<file path="src/rtl/upmix_interp_tx.sv">
// upmix_interp_tx: zero-order-hold interpolator, moving-average smoother and quarter-rate LO mixer
module upmix_interp_tx #(
  parameter int DATA_WIDTH   = 16,
  parameter int TAPS         = 8,
  parameter int INTERP       = 16,
  parameter int SYS_CLK_FREQ = 6_400_000,
  parameter int MIXING_FREQ  = 320_000
) (
  input  logic                  clk,
  input  logic                  rst,
  input  logic                  start,
  input  logic                  in_valid,
  output logic                  in_ready,
  input  logic [DATA_WIDTH-1:0] sample_in,
  output logic [DATA_WIDTH-1:0] sample_out,
  output logic                  out_valid,
  output logic                  underrun
);
  localparam int OUT_DIV = SYS_CLK_FREQ / (4 * MIXING_FREQ);
  localparam int SH = $clog2(TAPS);
  localparam int SW = DATA_WIDTH + SH;
  localparam int TW = (OUT_DIV > 1) ? $clog2(OUT_DIV) : 1;
  localparam int IW = (INTERP > 1) ? $clog2(INTERP) : 1;
  localparam logic signed [DATA_WIDTH-1:0] MAX = {1'b0, {(DATA_WIDTH-1){1'b1}}};
  localparam logic signed [DATA_WIDTH-1:0] MIN = {1'b1, {(DATA_WIDTH-1){1'b0}}};
  typedef enum logic [1:0] {IDLE, PRIME, RUN} state_t;
  state_t                       r_state;
  logic [TW-1:0]                r_tick_cnt;
  logic [IW-1:0]                r_interp_cnt;
  logic [1:0]                   r_phase;
  logic                         r_hold_full;
  logic signed [DATA_WIDTH-1:0] r_hold;
  logic signed [DATA_WIDTH-1:0] r_cur;
  logic signed [DATA_WIDTH-1:0] r_tap [TAPS];
  logic signed [SW-1:0]         r_sum;
  logic                         w_tick;
  logic                         w_boundary;
  logic                         w_push;
  logic                         w_pop;
  logic signed [DATA_WIDTH-1:0] w_avg;
  logic signed [DATA_WIDTH-1:0] w_neg;
  logic signed [DATA_WIDTH-1:0] w_mix;
  assign in_ready   = !r_hold_full;
  assign w_tick     = (r_state != IDLE) && (r_tick_cnt == TW'(OUT_DIV - 1));
  assign w_boundary = r_interp_cnt == IW'(INTERP - 1);
  assign w_push     = in_valid && !r_hold_full;
  assign w_pop      = start && w_tick && r_hold_full &&
                      ((r_state == PRIME) || (r_state == RUN && w_boundary));
  assign w_avg      = DATA_WIDTH'(r_sum >>> SH);
  assign w_neg      = (w_avg == MIN) ? MAX : -w_avg;
  assign w_mix      = (r_phase == 2'd0) ? w_avg : (r_phase == 2'd2) ? w_neg : '0;
  // single-entry input buffer; its content survives start toggling so a restart consumes it first
  always_ff @(posedge clk or negedge rst) begin
    if (!rst) begin
      r_hold_full <= 1'b0;
      r_hold      <= '0;
    end else if (w_push) begin
      r_hold_full <= 1'b1;
      r_hold      <= sample_in;
    end else if (w_pop) begin
      r_hold_full <= 1'b0;
    end
  end
  // control FSM with tick divider, hold cadence, moving-average pipeline and LO mixer
  always_ff @(posedge clk or negedge rst) begin
    if (!rst) begin
      r_state      <= IDLE;
      r_tick_cnt   <= '0;
      r_interp_cnt <= '0;
      r_phase      <= '0;
      r_cur        <= '0;
      r_sum        <= '0;
      r_tap        <= '{default: '0};
      sample_out   <= '0;
      out_valid    <= 1'b0;
      underrun     <= 1'b0;
    end else if (!start || r_state == IDLE) begin
      r_state      <= start ? PRIME : IDLE;
      r_tick_cnt   <= '0;
      r_interp_cnt <= '0;
      r_phase      <= '0;
      r_cur        <= '0;
      r_sum        <= '0;
      r_tap        <= '{default: '0};
      out_valid    <= 1'b0;
      if (start) underrun <= 1'b0;
    end else begin
      r_tick_cnt <= w_tick ? '0 : r_tick_cnt + 1'b1;
      out_valid  <= (r_state == RUN) && w_tick;
      if (r_state == PRIME && w_tick && r_hold_full) begin
        r_cur        <= r_hold;
        r_interp_cnt <= '0;
        r_state      <= RUN;
      end
      if (r_state == RUN && w_tick) begin
        r_tap[0] <= r_cur;
        for (int i = 1; i < TAPS; i++) r_tap[i] <= r_tap[i-1];
        r_sum        <= r_sum + SW'(r_cur) - SW'(r_tap[TAPS-1]);
        sample_out   <= w_mix;
        r_phase      <= r_phase + 2'd1;
        r_interp_cnt <= w_boundary ? '0 : r_interp_cnt + 1'b1;
        if (w_boundary) begin
          r_cur    <= r_hold_full ? r_hold : '0;
          underrun <= underrun | !r_hold_full;
        end
      end
    end
  end
endmodule

</file>
<file path="config.mk">
export PLATFORM = sky130hd
export DESIGN_NAME = upmix_interp_tx
export DESIGN_NICKNAME = d
export VERILOG_FILES = /design/src/rtl/upmix_interp_tx.sv
export SDC_FILE = /design/constraint.sdc
export NUM_CORES = 1
export LEC_CHECK = 0
export ABC_AREA = 1
export CORE_MARGIN = 2
export CORE_UTILIZATION = 61
export DETAILED_ROUTE_END_ITERATION = 12
export PLACE_DENSITY = 0.87
export SYNTH_ARGS = -nofsm -noshare
export SYNTH_HDL_FRONTEND = slang
export SYNTH_SLANG_ARGS = --single-unit
</file>
<file path="constraint.sdc">
create_clock -name clk -period 3.1 [get_ports clk]
set_input_delay 0.93 -clock clk [delete_from_list [all_inputs] [get_ports clk]]
set_output_delay 0.93 -clock clk [all_outputs]
set_load 0.01 [all_outputs]
</file>
==> results.json <==
{
  "multi_input_area_um2": 4220,
  "clockPowerShare": 0.472,
  "power_density_nw_per_um2": 470,
  "grt_pass1_wl_um": 37100,
  "intPower_mw": 4.46,
  "cts_buffers": 22,
  "drv_slew": 0,
  "post_cts_buffers": 0,
  "first_global_vias": 7653,
  "sw_frac_of_total": 0.207,
  "syn_to_final_growth_pct": 13.2,
  "synth_edf_count": 0,
  "start_util": 0.617,
  "crit_path_start": "r_sum[7]",
  "io_pins": 39,
  "postSynthCellCount": 1112,
  "max_slew_margin": 0.381,
  "switchingPower_mw": 1.16,
  "yosys_register_bits": 209,
  "syn_nets": 1176,
  "critPathMaxFanout": 7,
  "diodes": 0,
  "initialDrtViolationCount": 525,
  "htree_levels": 1,
  "clockRootBuffer": "clkbuf_16",
  "drive_gt1_frac": 0.151,
  "syn_area_per_cell_um2": 9.50,
  "ys_top_cells_by_area": "dfrtp_1 50%, o22ai_2 10%, inv_1 7.8%",
  "fin_crit_sh": 0.857,
  "io_buffers": 38,
  "r2r_end": "r_sum[17]",
  "worstSetupPathType": "flop to flop",
  "clock_skew_ns": 0.0128,
  "fmax_ghz": 0.377,
  "post_cts_resized": 0,
  "yosys.area.top_type": "dfrtp_1",
  "combPwrFrac": 0.034,
  "hold_buffers": 0,
  "clk_latency_ns": 0.50,
  "cap_viol_max_count": 0,
  "ys_seq_area_frac": 0.495,
  "critPathCapture": "r_sum[17]",
  "grt_max_degree": 68,
  "wl_per_cell_um": 15.9,
  "cp.required_ns": 3.49,
  "hold_path_class": "input pin to async pin",
  "gp_congestion": 0.953,
  "route.vias.total": 7720,
  "totalWireLength_um": 22100,
  "rows": 48,
  "grt_setup_unrepaired": "false",
  "path_clk_slew_ns": 0.06,
  "fillCellCount": 1236,
  "antenna_found_initial": 0,
  "first_pass_iters": 5,
  "dp_hpwl_um": 15000,
  "coreArea_um2": 17100,
  "timing.rr.start": "r_sum[7]",
  "cts_tree": "done",
  "cts.sinks": 209,
  "rrSetupSlack_ns": 0.44,
  "crit_arrival_ns": 3.05,
  "die_area_um2": 18400,
  "final_common_cell": "inv_1",
  "final_area_um2": 12000,
  "leakagePower_nw": 5.51,
  "sequentialPowerShare": 0.494,
  "tightest_slew_ns": 0.924,
  "vias_per_cell": 5.56,
  "ys_warn_count": 0,
  "overflow": 0,
  "max-clock-path-buffers": 3,
  "whs_ns": 0.425,
  "drc_errors": 0,
  "crit_path_start_kind": "flop",
  "placed_cell_area_um2": 11200,
  "outcome": "completed",
  "vdd_ir_drop_max_uv": 440,
  "period_needed_ns": 2.66,
  "synthDistinctLibCells": 33,
  "yosysTopAreaCellShare": 0.495,
  "finalSetupViolCount": 0,
  "async_flop_share": 1.00,
  "endpoint_kind": "flop",
  "finalHoldViolations": 0,
  "fin_util": 0.698,
  "final_cell_mix": "220 x inv_1, 209 x dfrtp_1, 181 x nand2_1",
  "die_w_um": 136,
  "power_mw": 5.62,
  "r2r_cells": 13,
  "final_antenna_net_count": 0,
  "die_h_um": 136,
  "synthFlopType": "dfrtp_1",
  "nets": 1213,
  "seqCellArea_um2": 5230,
  "synth_area_um2": 10600,
  "tns_ns": 0,
  "grtUsageTotal": 0.251
}
## area by class of cell
cell class                      count  share of cell area
Timing Repair Buffer               58              0.0520
Clock inverter                      8             0.00754
Multi-Input combinational cell    631               0.353
Clock buffer                       30              0.0545
Inverter                          227              0.0717
Tap cell                          225              0.0235
Sequential cell                   209               0.437
## cells in the mapped netlist (3+ instances only)
master / n
buf_2: 18
a21oi_1: 68
o21ai_0: 35
nand4_1: 7
nand3_1: 60
nand3_2: 3
nand3b_1: 6
buf_4: 8
nand2_2: 3
clkbuf_1: 8
buf_6: 7
buf_1: 4
o22ai_2: 85
nor3_1: 8
inv_1: 220
nor2_1: 58
nor2_2: 3
xor2_1: 6
mux2_2: 16
fa_1: 18
o22ai_1: 32
o21ai_1: 7
inv_2: 7
nand2_1: 181
ha_1: 26
dfrtp_1: 209
## power groups by stage
stage          clock network, mW  registers [mW]  logic, mW
3_5_place_dp                   0            2.83      0.192
6_report                    2.65            2.78      0.189
2_1_floorplan                  0            2.82     0.0808
5_1_grt                     2.81            2.78      0.212
3_3_place_gp                   0            2.82      0.186
4_1_cts                     2.69            2.78      0.194
## routing by layer
metal / global-route usage / share of wire / vias to the layer above
li1: - / - / 3673
met1: 0.343 / 0.43 / 3807
met2: 0.421 / 0.50 / 208
met5: 0 / 0 / -
met3: 0.0393 / 0.051 / 32
met4: 0.0671 / 0.016 / 0
## sequential cells by signal (all words and copies together) (netlist names)
register      count
r_tick_cnt        3
r_hold_full       1
underrun          1
r_interp_cnt      4
out_valid         1
r_sum            19
r_cur            16
r_tap           128
sample_out       16
r_hold           16
r_phase           2
r_state           2
## how the worst min path moves through the flow
stage,endpoint,depth (start not counted),startpoint
after floorplan,r_tick_cnt[0],1,r_tick_cnt[0]
after global placement,r_tick_cnt[0],1,r_tick_cnt[0]
after detailed placement,r_tick_cnt[0],1,r_tick_cnt[0]
after CTS,r_cur[2],1,rst
after global routing,r_tap[96],1,rst
final,r_tap[96],1,rst
## cell families after synthesis
kind of cell | synth area share
xor gates and xnor gates | 0.00663
adders and majority gates | 0.0649
muxes | 0.0171
AOI/OAI and AO/OA | 0.176
buffers and inverters | 0.107
and+or+nand+nor | 0.134
DFF | 0.495
## stage by stage
stage,setup WS [ns],instances
global route,0.309,1388
detailed placement,0.442,1350
floorplan,0.959,1112
global placement,0.496,1350
CTS,0.492,1388
finish,0.445,1388
## critical path, stage by stage (launching register included)
cell and delay [ns]:
dfrtp_1 0.42, inv_1 0.17, fa_1 0.53, inv_1 0.06, ha_1 0.36, nand2_1 0.11, nor2_1 0.21, nand3_1 0.10
nand3_1 0.18, nand2_1 0.11, nand2_1 0.07, nand2_1 0.04, nand3_1 0.11, nand2_1 0.06
Power figures use the tool's default switching activity.
